File: src/rtl/regfile_seq_pkg.sv
// Shared encodings and state type for the register-file sequencer.
package regfile_seq_pkg;
   localparam logic [1:0] OP_LDI  = 2'b00;
   localparam logic [1:0] OP_MOV  = 2'b01;
   localparam logic [1:0] OP_ADD  = 2'b10;
   localparam logic [1:0] OP_MISC = 2'b11;

   localparam logic [5:0] MISC_NOP  = 6'd0;
   localparam logic [5:0] MISC_HALT = 6'd1;

   typedef enum logic [2:0] {FETCH, IMM, EXEC1, EXEC2, HALTED} state_e;
endpackage

File: src/rtl/regfile_sequencer.sv
// Multi-cycle control FSM for the two-register file: fetch/decode, immediate
// load, register move and add with carry.
module regfile_sequencer
   import regfile_seq_pkg::*;
#(
   parameter bit HALT_ON_ILLEGAL = 1'b1
) (
   input  logic       clk,
   input  logic       reset,
   input  logic       instr_valid,
   input  logic [7:0] instr,
   output logic       instr_ready,
   input  logic [7:0] rf_rdata,
   output logic       rf_rsel,
   output logic       rf_we,
   output logic       rf_waddr,
   output logic [7:0] rf_wdata,
   output logic       carry,
   output logic       retire,
   output logic       halted
);

   state_e     state_q, state_d;
   logic [7:0] ir_q, ir_d;
   logic [7:0] t_q, t_d;
   logic       carry_q, carry_d;
   logic [8:0] sum;
   logic       unused_ir;

   assign sum       = {1'b0, t_q} + {1'b0, rf_rdata};
   assign carry     = carry_q;
   assign unused_ir = ^ir_q[3:0];

   always_ff @(posedge clk or posedge reset) begin
      if (reset) begin
         state_q <= FETCH;
         ir_q    <= 8'h00;
         t_q     <= 8'h00;
         carry_q <= 1'b0;
      end else begin
         state_q <= state_d;
         ir_q    <= ir_d;
         t_q     <= t_d;
         carry_q <= carry_d;
      end
   end

   always_comb begin
      state_d     = state_q;
      ir_d        = ir_q;
      t_d         = t_q;
      carry_d     = carry_q;
      instr_ready = 1'b0;
      rf_rsel     = 1'b0;
      rf_we       = 1'b0;
      rf_waddr    = 1'b0;
      rf_wdata    = 8'h00;
      retire      = 1'b0;
      halted      = 1'b0;
      unique case (state_q)
         FETCH: begin
            instr_ready = 1'b1;
            if (instr_valid) begin
               ir_d = instr;
               unique case (instr[7:6])
                  OP_LDI:         state_d = IMM;
                  OP_MOV, OP_ADD: state_d = EXEC1;
                  default: begin
                     retire = 1'b1;
                     if (instr[5:0] == MISC_HALT ||
                         (instr[5:0] != MISC_NOP && HALT_ON_ILLEGAL))
                        state_d = HALTED;
                  end
               endcase
            end
         end
         IMM: begin
            // Immediate byte goes straight to the write port, never decoded.
            instr_ready = 1'b1;
            if (instr_valid) begin
               rf_we    = 1'b1;
               rf_waddr = ir_q[5];
               rf_wdata = instr;
               retire   = 1'b1;
               state_d  = FETCH;
            end
         end
         EXEC1: begin
            rf_rsel = ir_q[4];
            if (ir_q[7:6] == OP_MOV) begin
               rf_we    = 1'b1;
               rf_waddr = ir_q[5];
               rf_wdata = rf_rdata;
               retire   = 1'b1;
               state_d  = FETCH;
            end else begin
               t_d     = rf_rdata;
               state_d = EXEC2;
            end
         end
         EXEC2: begin
            rf_rsel  = ir_q[5];
            rf_we    = 1'b1;
            rf_waddr = ir_q[5];
            rf_wdata = sum[7:0];
            carry_d  = sum[8];
            retire   = 1'b1;
            state_d  = FETCH;
         end
         HALTED: halted = 1'b1;
         default: state_d = FETCH;
      endcase
      // Registers already sit at their reset values; keep outputs quiet too.
      if (reset) begin
         instr_ready = 1'b1;
         rf_rsel     = 1'b0;
         rf_we       = 1'b0;
         rf_waddr    = 1'b0;
         rf_wdata    = 8'h00;
         retire      = 1'b0;
         halted      = 1'b0;
      end
   end

endmodule

File: config.mk
export PLATFORM = sky130hd
export DESIGN_NAME = regfile_sequencer
export DESIGN_NICKNAME = d
export VERILOG_FILES = /design/src/rtl/regfile_seq_pkg.sv /design/src/rtl/regfile_sequencer.sv
export SDC_FILE = /design/constraint.sdc
export NUM_CORES = 1
export LEC_CHECK = 0
export CORE_MARGIN = 8
export CORE_UTILIZATION = 44
export CTS_CLUSTER_DIAMETER = 50
export CTS_CLUSTER_SIZE = 8
export DETAILED_ROUTE_END_ITERATION = 8
export PLACE_DENSITY = 0.76
export SETUP_SLACK_MARGIN = 0.1
export SLEW_MARGIN = 20
export SYNTH_ARGS = -nofsm -noshare
export SYNTH_HDL_FRONTEND = slang
export SYNTH_SLANG_ARGS = --single-unit
export TNS_END_PERCENT = 5
File: constraint.sdc
create_clock -name clk -period 1.8 [get_ports clk]
set_input_delay 0.18 -clock clk [delete_from_list [all_inputs] [get_ports clk]]
set_output_delay 0.18 -clock clk [all_outputs]
set_load 0.01 [all_outputs]
==> flow_metrics.env, run 1 <==
export IMPL_timing_rr_start="t_q[0]"
export IMPL_grt_pass1_vias=1683
export IMPL_async_flop_share_pct=100
export IMPL_drt_iter0_markers=123
export IMPL_worst_pin_slew_ns=0.353
export IMPL_diodes=0
export IMPL_max_freq_ghz=0.432
export IMPL_crit_chain="ha_4, inv_4, fa_2, nor2b_4, o31ai_4, o2bb2ai_2, buf_4, a31o_4, buf_6"
export IMPL_vias=1565
export IMPL_crit_family="adder cells"
export IMPL_yosysSeqAreaShare_pct=30.5
export IMPL_slowest_delay_ns=0.40
export IMPL_final_util_pct=75.0
export IMPL_antenna_found_initial=0
export IMPL_multi_input_area_um2=1030
export IMPL_start_util_pct=44.4
export IMPL_syn_area_um2=1310
export IMPL_clkLatencyLatePin_ns=0.32
export IMPL_dr_pass1_iters=7
export IMPL_yosys_area_top_type="dfrtp_1"
export IMPL_grt_max_degree=18
export IMPL_grt_pass1_wl_mm=8.27
export IMPL_synth_distinct_cells=45
export IMPL_cts_tree="yes"
export IMPL_seqCellArea_um2=402
export IMPL_cts_made_buffers=3
export IMPL_cts_root_buf="clkbuf_4"
export IMPL_cts_clk_slew_worst_paths_ns=0.11
export IMPL_worst_hold_slack_ns=0.355
export IMPL_gp_congestion=0.903
export IMPL_synth_most_common_cell="dfrtp_1"
export IMPL_p_leak_nw=0.971
export IMPL_grt_usage_pct=21.1
export IMPL_cts_sinks=16
export IMPL_cap_violations=0
export IMPL_fin_nets=247
export IMPL_synth_seq_cells=16
export IMPL_dpl_cell_area_um2=1990
export IMPL_yosys_top_cells_area="dfrtp_1 31%, mux2_2 10%, ha_1 9.5%, a21oi_1 3.1%, a22oi_1 2.9%"
export IMPL_final_max_slew_viol_count=0
export IMPL_hp_class="in -> async"
export IMPL_critPathLaunchType="flip-flop"
export IMPL_synth_main_ff_cell="dfrtp_1"
export IMPL_critPathBufInv=3
export IMPL_drc_errors=0
export IMPL_slew_headroom_pct=76.1
export IMPL_synthesis_nets=167
export IMPL_fp_dieH_um=70.6
export IMPL_design_core_area_um2=2950
export IMPL_setup_worst_path_end_class="output port"
export IMPL_min_period_over_period_pct=129
export IMPL_grt_overflow=0
export IMPL_dpl_hpwl_mm=3.52
export IMPL_worstPathMaxFanout=2
export IMPL_syn_to_final_growth_pct=68.6
export IMPL_die_area_um2=4990
export IMPL_crit_start="t_q[0]"
export IMPL_ys_warn_count=0
export IMPL_drt_antenna_violating_nets=0
export IMPL_synthTopCellsByCount="16 x dfrtp_1, 12 x mux2_2, 10 x ha_1, 10 x nor2_1, 9 x nand2_1"
export IMPL_cp_arrival_ns=2.14
export IMPL_cp_required_ns=1.62
export IMPL_worst_slack_ns=-0.516
export IMPL_synth_top_area_share_pct=30.5
export IMPL_drt_wl_total_mm=5.32
export IMPL_rsz0062_at_grt="true"
export IMPL_wire_per_inst_um=21.4
export IMPL_fp_row_count=20
export IMPL_ioPinCount=34
export IMPL_fillers=208
export IMPL_violations="negative setup slack"
export IMPL_fin_area_um2=2210
export IMPL_p_total_w=0.000931
export IMPL_ir_worst_vdd_v=0.000338
export IMPL_setup_viol=12
export IMPL_htree_levels=1
export IMPL_skew_ns=0.00580
export IMPL_clockBufferDepth=2
export IMPL_portBuffers=33
export IMPL_period_minus_slack_ns=2.32
export IMPL_syn_inst=137
export IMPL_die_w_um=70.6
export IMPL_powerDensity_nw_per_um2=421
export IMPL_hold_viol_final=0
export IMPL_final_layout_size_suffix_gt1_share_pct=50.5
export IMPL_crit_slowest_cell="dfrtp_1"
export IMPL_synth_edff_count=0
export IMPL_status="complete, but fails checks"
export IMPL_crit_type="reg -> out"
export IMPL_syn_area_per_cell_um2=9.58
export IMPL_viasPerCell=6.29
[per-stage QoR]
stage / TNS [ns] / std cells / worst slack [ns]
after floorplan: 0 / 137 / 0.0300
after global placement: -7.27 / 243 / -0.879
after detailed placement: -7.83 / 243 / -0.949
after CTS: -3.68 / 249 / -0.573
after global routing: -4.78 / 249 / -0.591
final: -3.83 / 249 / -0.516
[final timing paths]
| kind | end | slack [ns] | cells after the start |
|---|---|---|---|
| max | rf_wdata[6] | -0.52 | 9 |
| min reg2reg | t_q[5] | 0.52 | 1 |
| min | t_q[6] | 0.36 | 3 |
| min in group clk | t_q[5] | 0.52 | 1 |
| max reg2reg | carry | -0.08 | 9 |
| max in group asynchronous | state_q[1] | 1.27 | 3 |
[layout by cell type (no fill, tap or decap), drive strengths merged, types with 3 or more instances in the layout]
cell type       n
buf            56
clkdlybuf4s50  19
dfrtp          16
mux2           12
nor2           10
nand2          10
ha             10
inv             8
a21oi           8
nor3            7
a22oi           5
nand3           4
o21ai           4
clkbuf          4
nor4            3
clkdlybuf4s15   3
o32ai           3
a31o            3
nand2b          3
[cell type report]
type | instances | area share (%)
tap | 33 | 1.87
timing repair buffer | 81 | 30.4
sequential | 16 | 18.1
inverter | 8 | 1.47
multi-input combinational | 107 | 46.5
clock buffer | 4 | 1.64
[where the power goes]
part	switching (W)	internal, W	leakage (nW)
registers	0.00000676	0.000367	0.195
clock network	0.000145	0.000124	0.0210
logic	0.000133	0.000155	0.754
total	0.000285	0.000646	0.971
[what timing repair did]
| action | CTS | global route |
|---|---|---|
| hold buffers | 0 | 0 |
| pin swaps | 9 | 8 |
| setup buffers | 2 | 0 |
| setup endpoints to repair | 22 | 19 |
| resized for setup | 66 | 16 |
[routing by layer]
metal  GRT usage [%]  vias to the layer above  routed length (um)  part of all wire, %
li1                -                      673                   -                    -
met1            22.5                      748                1940                   37
met2            36.0                      111                2690                   51
met3            5.37                       33                 389                  7.3
met4            14.1                        0                 297                  5.6
met5               0                        -                   0                    0
[tightest hold or removal path: cells and delay by family]
kind | cells | cell delay (ns)
buffers and inverters | 3 | 0.87
[sequential cells by signal, indices dropped and copies added, names as in the netlist]
signal   flops
t_q          8
ir_q         4
carry        1
state_q      3
[kinds of logic after synthesis]
family / Yosys count / share of synthesized area [%]
flops: 16 / 30.5
mux: 13 / 11.1
fa+ha+maj: 11 / 11.1
xor+xnor: 2 / 1.33
buf+inv: 14 / 5.81
simple gates: 45 / 20.0
compound gates: 36 / 20.2
Power figures use the tool's default switching activity.
==> inputs of run 2 (changes only) <==
--- a/config.mk
+++ b/config.mk
@@ -7,3 +7,3 @@
 export LEC_CHECK = 0
-export CORE_MARGIN = 8
+export CORE_MARGIN = 10
 export CORE_UTILIZATION = 44
--- a/constraint.sdc
+++ b/constraint.sdc
@@ -3,2 +3,2 @@
 set_output_delay 0.18 -clock clk [all_outputs]
-set_load 0.01 [all_outputs]
+set_load 0.005 [all_outputs]
==> run 2 against run 1 <==
Compared with the run above: the run still ends with negative setup slack left; via count fell by 3.0%; design area rose by 0.62%; power fell by 5.0%; combinational power rose by 6.9%; routed wire length fell by 3.0%; largest cell class unchanged; largest power group unchanged.
==> flow_metrics.env, run 2 (synthesis results as in run 1) <==
export IMPL_status="complete, but fails checks"
export IMPL_violations="negative setup slack"
export IMPL_slew_headroom_pct=77.3
export IMPL_fin_nets=248
export IMPL_max_freq_ghz=0.432
export IMPL_skew_ns=0.00454
export IMPL_final_common_cell="buf_4"
export IMPL_final_layout_size_suffix_gt1_share_pct=50.0
export IMPL_largest_reg_flops=8
export IMPL_tns_ns=-4.39
export IMPL_grt_overflow=0
export IMPL_worstPathMaxFanout=2
export IMPL_fin_area_um2=2230
export IMPL_dp_cells=236
export IMPL_grt_max_degree=18
export IMPL_comb_power_share_pct=34.8
export IMPL_crit_reg2reg_capture="carry"
export IMPL_ioPinCount=34
export IMPL_ir_worst_vdd_v=0.000334
export IMPL_final_util_pct=79.4
export IMPL_worst_hold_slack_ns=0.143
export IMPL_drt_iter0_markers=93
export IMPL_drc_errors=0
export IMPL_fp_dieH_um=74.6
export IMPL_dpl_hpwl_mm=3.34
export IMPL_worst_slack_ns=-0.516
export IMPL_cts_sinks=16
export IMPL_dr_pass1_iters=4
export IMPL_timing_rr_start="t_q[0]"
export IMPL_cellInternalPower_w=0.000615
export IMPL_syn_to_final_growth_pct=69.7
export IMPL_critPathLaunchType="flip-flop"
export IMPL_regToRegSetupSlack_ns=-0.05
export IMPL_crit_type="reg -> out"
export IMPL_diodes=0
export IMPL_fp_row_count=19
export IMPL_grt_pass1_vias=1575
export IMPL_final_max_slew_viol_count=0
export IMPL_slowest_delay_ns=0.43
export IMPL_p_clk_share_pct=22.7
export IMPL_ctsHoldBuffers=0
export IMPL_grt_usage_pct=17.2
export IMPL_vias=1518
export IMPL_period_minus_slack_ns=2.32
export IMPL_drt_antenna_violating_nets=0
export IMPL_clockBufferDepth=2
export IMPL_rr_worst_depth=9
export IMPL_dpl_cell_area_um2=1950
export IMPL_hp_class="in -> async"
export IMPL_design_core_area_um2=2810
export IMPL_cp_required_ns=1.62
export IMPL_top_register="t_q"
export IMPL_crit_start="t_q[0]"
export IMPL_fillers=176
export IMPL_die_w_um=74.6
export IMPL_drt_wl_total_mm=5.16
export IMPL_hold_viol_final=0
export IMPL_portBuffers=33
export IMPL_cap_violations=0
export IMPL_switching_share_pct=30.5
export IMPL_gp_congestion=0.904
export IMPL_cts_root_buf="clkbuf_4"
export IMPL_final_cell_mix="45 x buf_4, 20 x clkdlybuf4s50_1, 14 x dfrtp_1, 12 x mux2_2, 9 x nor2_1"
export IMPL_htree_levels=1
export IMPL_top_regs="t_q (8), ir_q (4), state_q (3)"
export IMPL_start_util_pct=46.8
export IMPL_clkLatencyLatePin_ns=0.29
export IMPL_cp_arrival_ns=2.14
export IMPL_cts_made_buffers=3
export IMPL_min_period_over_period_pct=129
export IMPL_setup_worst_path_end_class="output port"
export IMPL_crit_chain="ha_4, buf_4, buf_4, nand3_2, nand2_2, a31oi_4, o32ai_2, a31o_1, dlygate4sd2_1"
export IMPL_sequentialPowerShare_pct=42.4
export IMPL_crit_slowest_cell="dfrtp_1"
export IMPL_grt_pass1_wl_mm=7.49
export IMPL_p_leak_nw=0.945
export IMPL_viasPerCell=6.15
export IMPL_powerDensity_nw_per_um2=397
export IMPL_cts_tree="yes"
export IMPL_cts_clk_slew_worst_paths_ns=0.10
export IMPL_cp_common_cell="buf_4"
export IMPL_rsz0062_at_grt="true"
export IMPL_wire_per_inst_um=20.9
export IMPL_stdcell_count=247
export IMPL_die_area_um2=5570
export IMPL_setup_viol=12
export IMPL_worst_pin_slew_ns=0.339
export IMPL_antenna_found_initial=0
export IMPL_switchingPower_w=0.000270
[run 2: metal layers]
layer	share of wire, %	GRT usage, %	vias up
li1	-	-	681
met1	37	18.5	720
met2	50	31.6	86
met3	7.4	4.20	31
met4	5.6	6.93	0
met5	0	0	-
[run 2: power by group through the flow]
stage / Clock (W) / Combinational, W / Sequential, W
floorplan: 0 / 0.0000879 / 0.000377
global placement: 0 / 0.000209 / 0.000378
global route: 0.000238 / 0.000327 / 0.000376
CTS: 0.000204 / 0.000262 / 0.000373
finish: 0.000201 / 0.000308 / 0.000375
detailed placement: 0 / 0.000217 / 0.000379
[run 2: layout make-up]
class | count | area (um2) | area share [%]
clock buffer | 3 | 22.5 | 1.01
multi-input combinational | 107 | 1050 | 47.1
timing repair buffer | 82 | 684 | 30.7
inverter | 8 | 30.0 | 1.35
tap | 31 | 38.8 | 1.74
sequential | 16 | 403 | 18.1
[run 2: how the worst max path moves through the flow]
| stage | end | slack, ns | depth (start not counted) |
|---|---|---|---|
| after floorplan | rf_wdata[6] | 0.05 | 8 |
| after global placement | rf_wdata[6] | -0.87 | 10 |
| after detailed placement | rf_wdata[6] | -0.97 | 10 |
| after CTS | rf_wdata[6] | -0.55 | 9 |
| after global routing | rf_waddr | -0.60 | 5 |
| final | rf_wdata[5] | -0.52 | 9 |
[run 2: what timing repair did]
item / CTS / global route
hold endpoints to repair: 0 / 0
pin swaps: 14 / 14
buffers inserted: 3 / 5
resized for setup: 53 / 17
setup endpoints to repair: 17 / 16
[run 2: stage by stage]
stage / total power [W] / setup WS (ns)
after floorplan: 0.000465 / 0.0475
after global placement: 0.000588 / -0.872
after detailed placement: 0.000596 / -0.968
after CTS: 0.000840 / -0.547
after global routing: 0.000941 / -0.604
final: 0.000884 / -0.516
[run 2: critical path: cells and delay by family (launching register included)]
family | cells | cell delay (ns)
fa+ha+maj | 1 | 0.18
flops | 1 | 0.43
simple gates | 2 | 0.18
compound gates | 3 | 0.55
buf+inv | 3 | 0.50
==> inputs of run 3 (changes only) <==
CORE_UTILIZATION = 35   (was 44)
PLACE_DENSITY = not set   (was 0.76)
==> run 3 against run 2 <==
Compared with the run above: clock power rose by 67%; flip-flop and latch count is the same; critical path depth is the same; global-route usage down 3.8 points; power up 13%; the run still ends with negative setup slack left; largest cell class unchanged; critical path type unchanged.
==> flow_metrics.env, run 3 (synthesis results as in run 1) <==
export IMPL_hold_viol_final=0
export IMPL_violations="negative setup slack"
export IMPL_wire_per_inst_um=17.2
export IMPL_viasPerCell=5.25
export IMPL_diodes=0
export IMPL_largest_reg_flops=8
export IMPL_drt_iter0_markers=68
export IMPL_cts_root_buf="clkbuf_8"
export IMPL_fp_row_count=22
export IMPL_grt_pass1_vias=1421
export IMPL_cap_violations=0
export IMPL_tns_ns=-2.84
export IMPL_top_regs="t_q (8), ir_q (4), state_q (3)"
export IMPL_worst_pin_slew_ns=0.429
export IMPL_syn_to_final_growth_pct=75.3
export IMPL_hp_class="in -> async"
export IMPL_grt_overflow=0
export IMPL_grt_usage_pct=13.4
export IMPL_design_core_area_um2=3630
export IMPL_p_leak_nw=1.03
export IMPL_drc_errors=0
export IMPL_ctsHoldBuffers=0
export IMPL_crit_slowest_cell="dfrtp_1"
export IMPL_rsz0062_at_grt="true"
export IMPL_fin_nets=250
export IMPL_antenna_found_initial=0
export IMPL_htree_levels=1
export IMPL_die_w_um=81.2
export IMPL_powerDensity_nw_per_um2=434
export IMPL_cts_made_buffers=3
export IMPL_die_area_um2=6600
export IMPL_dpl_hpwl_mm=3.47
export IMPL_period_minus_slack_ns=2.22
export IMPL_max_freq_ghz=0.451
export IMPL_crit_chain="ha_4, inv_2, fa_2, nor2b_4, o31ai_4, o2bb2ai_2, buf_4, a31o_4, buf_6"
export IMPL_grt_pass1_wl_mm=7.05
export IMPL_final_layout_size_suffix_gt1_share_pct=51.6
export IMPL_ir_worst_vdd_v=0.000264
export IMPL_drt_wl_total_mm=4.60
export IMPL_critPathLaunchType="flip-flop"
export IMPL_final_cell_mix="48 x buf_4, 18 x clkdlybuf4s50_1, 14 x dfrtp_1, 12 x mux2_2, 9 x nor2_1"
export IMPL_cp_required_ns=1.62
export IMPL_clockBufferDepth=2
export IMPL_final_common_cell="buf_4"
export IMPL_worst_slack_ns=-0.416
export IMPL_worstPathMaxFanout=2
export IMPL_skew_ns=0.00699
export IMPL_setup_worst_path_end_class="output port"
export IMPL_dr_pass1_iters=4
export IMPL_top_register="t_q"
export IMPL_clkLatencyLatePin_ns=0.26
export IMPL_slew_headroom_pct=71.4
export IMPL_p_total_w=0.000998
export IMPL_cp_arrival_ns=2.04
export IMPL_setup_viol=11
export IMPL_gp_congestion=0.897
export IMPL_status="complete, but fails checks"
export IMPL_cts_sinks=16
export IMPL_crit_type="reg -> out"
export IMPL_vias=1402
export IMPL_final_max_slew_viol_count=0
export IMPL_cts_clk_slew_worst_paths_ns=0.07
export IMPL_min_period_over_period_pct=123
export IMPL_grt_max_degree=18
export IMPL_drt_antenna_violating_nets=0
export IMPL_portBuffers=33
export IMPL_fp_dieH_um=81.2
export IMPL_start_util_pct=36.1
export IMPL_ioPinCount=34
export IMPL_slowest_delay_ns=0.39
export IMPL_cts_tree="yes"
## run 3: cell count changes in the layout (fill, tap and decap cells not counted), moves of 3 or more
cell	delta
buf_2	-3
dlymetal6s2s_1	+3
clkbuf_4	-3
clkbuf_8	+4
buf_4	+3
ha_4	-3
## run 3: area by class of cell
class / count / area (um2)
Fill cell: 314 / 1330
Multi-Input combinational cell: 107 / 1040
Timing Repair Buffer: 84 / 708
Sequential cell: 16 / 403
Tap cell: 48 / 60.1
Clock buffer: 4 / 55.1
Inverter: 8 / 30.0
## run 3: where the power goes
| part | internal [W] | leakage [nW] | switching [W] |
|---|---|---|---|
| Sequential | 0.000367 | 0.194 | 0.00000645 |
| Clock | 0.000194 | 0.0288 | 0.000141 |
| Combinational | 0.000159 | 0.804 | 0.000130 |
| Total | 0.000721 | 1.03 | 0.000277 |
## run 3: layer usage
layer  track usage [%]  vias to the layer above  part of all wire, %
met4              3.46                        0                  1.2
met2              23.1                       26                   53
li1                  -                      679                    -
met3              3.09                        4                  3.5
met5                 0                        -                    0
met1              16.3                      693                   42
## run 3: path summary, 6_finish.rpt
kind	startpoint	end	slack (ns)	cells past startpoint
min in group clk	rf_rdata[1]	t_q[1]	0.41	4
hold / removal	reset	t_q[6]	0.34	3
setup / recovery	t_q[0]	rf_wdata[6]	-0.42	9
hold reg to reg	ir_q[6]	ir_q[6]	0.50	1
setup reg to reg	t_q[0]	carry	-0.07	9
max in group asynchronous	reset	state_q[0]	1.28	3
## run 3: repair_timing
action,4_1_cts,5_1_grt
resized for setup,36,36
setup buffers,3,3
pin swaps,11,16
setup endpoints to repair,22,21
## run 3: metrics by stage
stage / setup WS, ns / instance area [um2] / cells / utilization [%] / hold slack (ns)
6_report: -0.416 / 2300 / 267 / 63.3 / 0.339
5_1_grt: -0.512 / 2300 / 267 / 63.3 / 0.371
4_1_cts: -0.502 / 2130 / 265 / 58.6 / 0.342
3_5_place_dp: -0.945 / 2000 / 258 / 55.2 / 0.488
3_3_place_gp: -0.894 / 2000 / 258 / 55.2 / 0.482
2_1_floorplan: 0.0475 / 1320 / 137 / - / 0.108
## run 3: critical path, delay by kind of cell, from the launching register on
family                   cells  cell delay (ns)
buffers and inverters        3             0.29
AO/OA/AOI/OAI                3             0.42
flip-flops                   1             0.39
AND/OR/NAND/NOR              1             0.16
adder cells (fa/ha/maj)      2             0.53
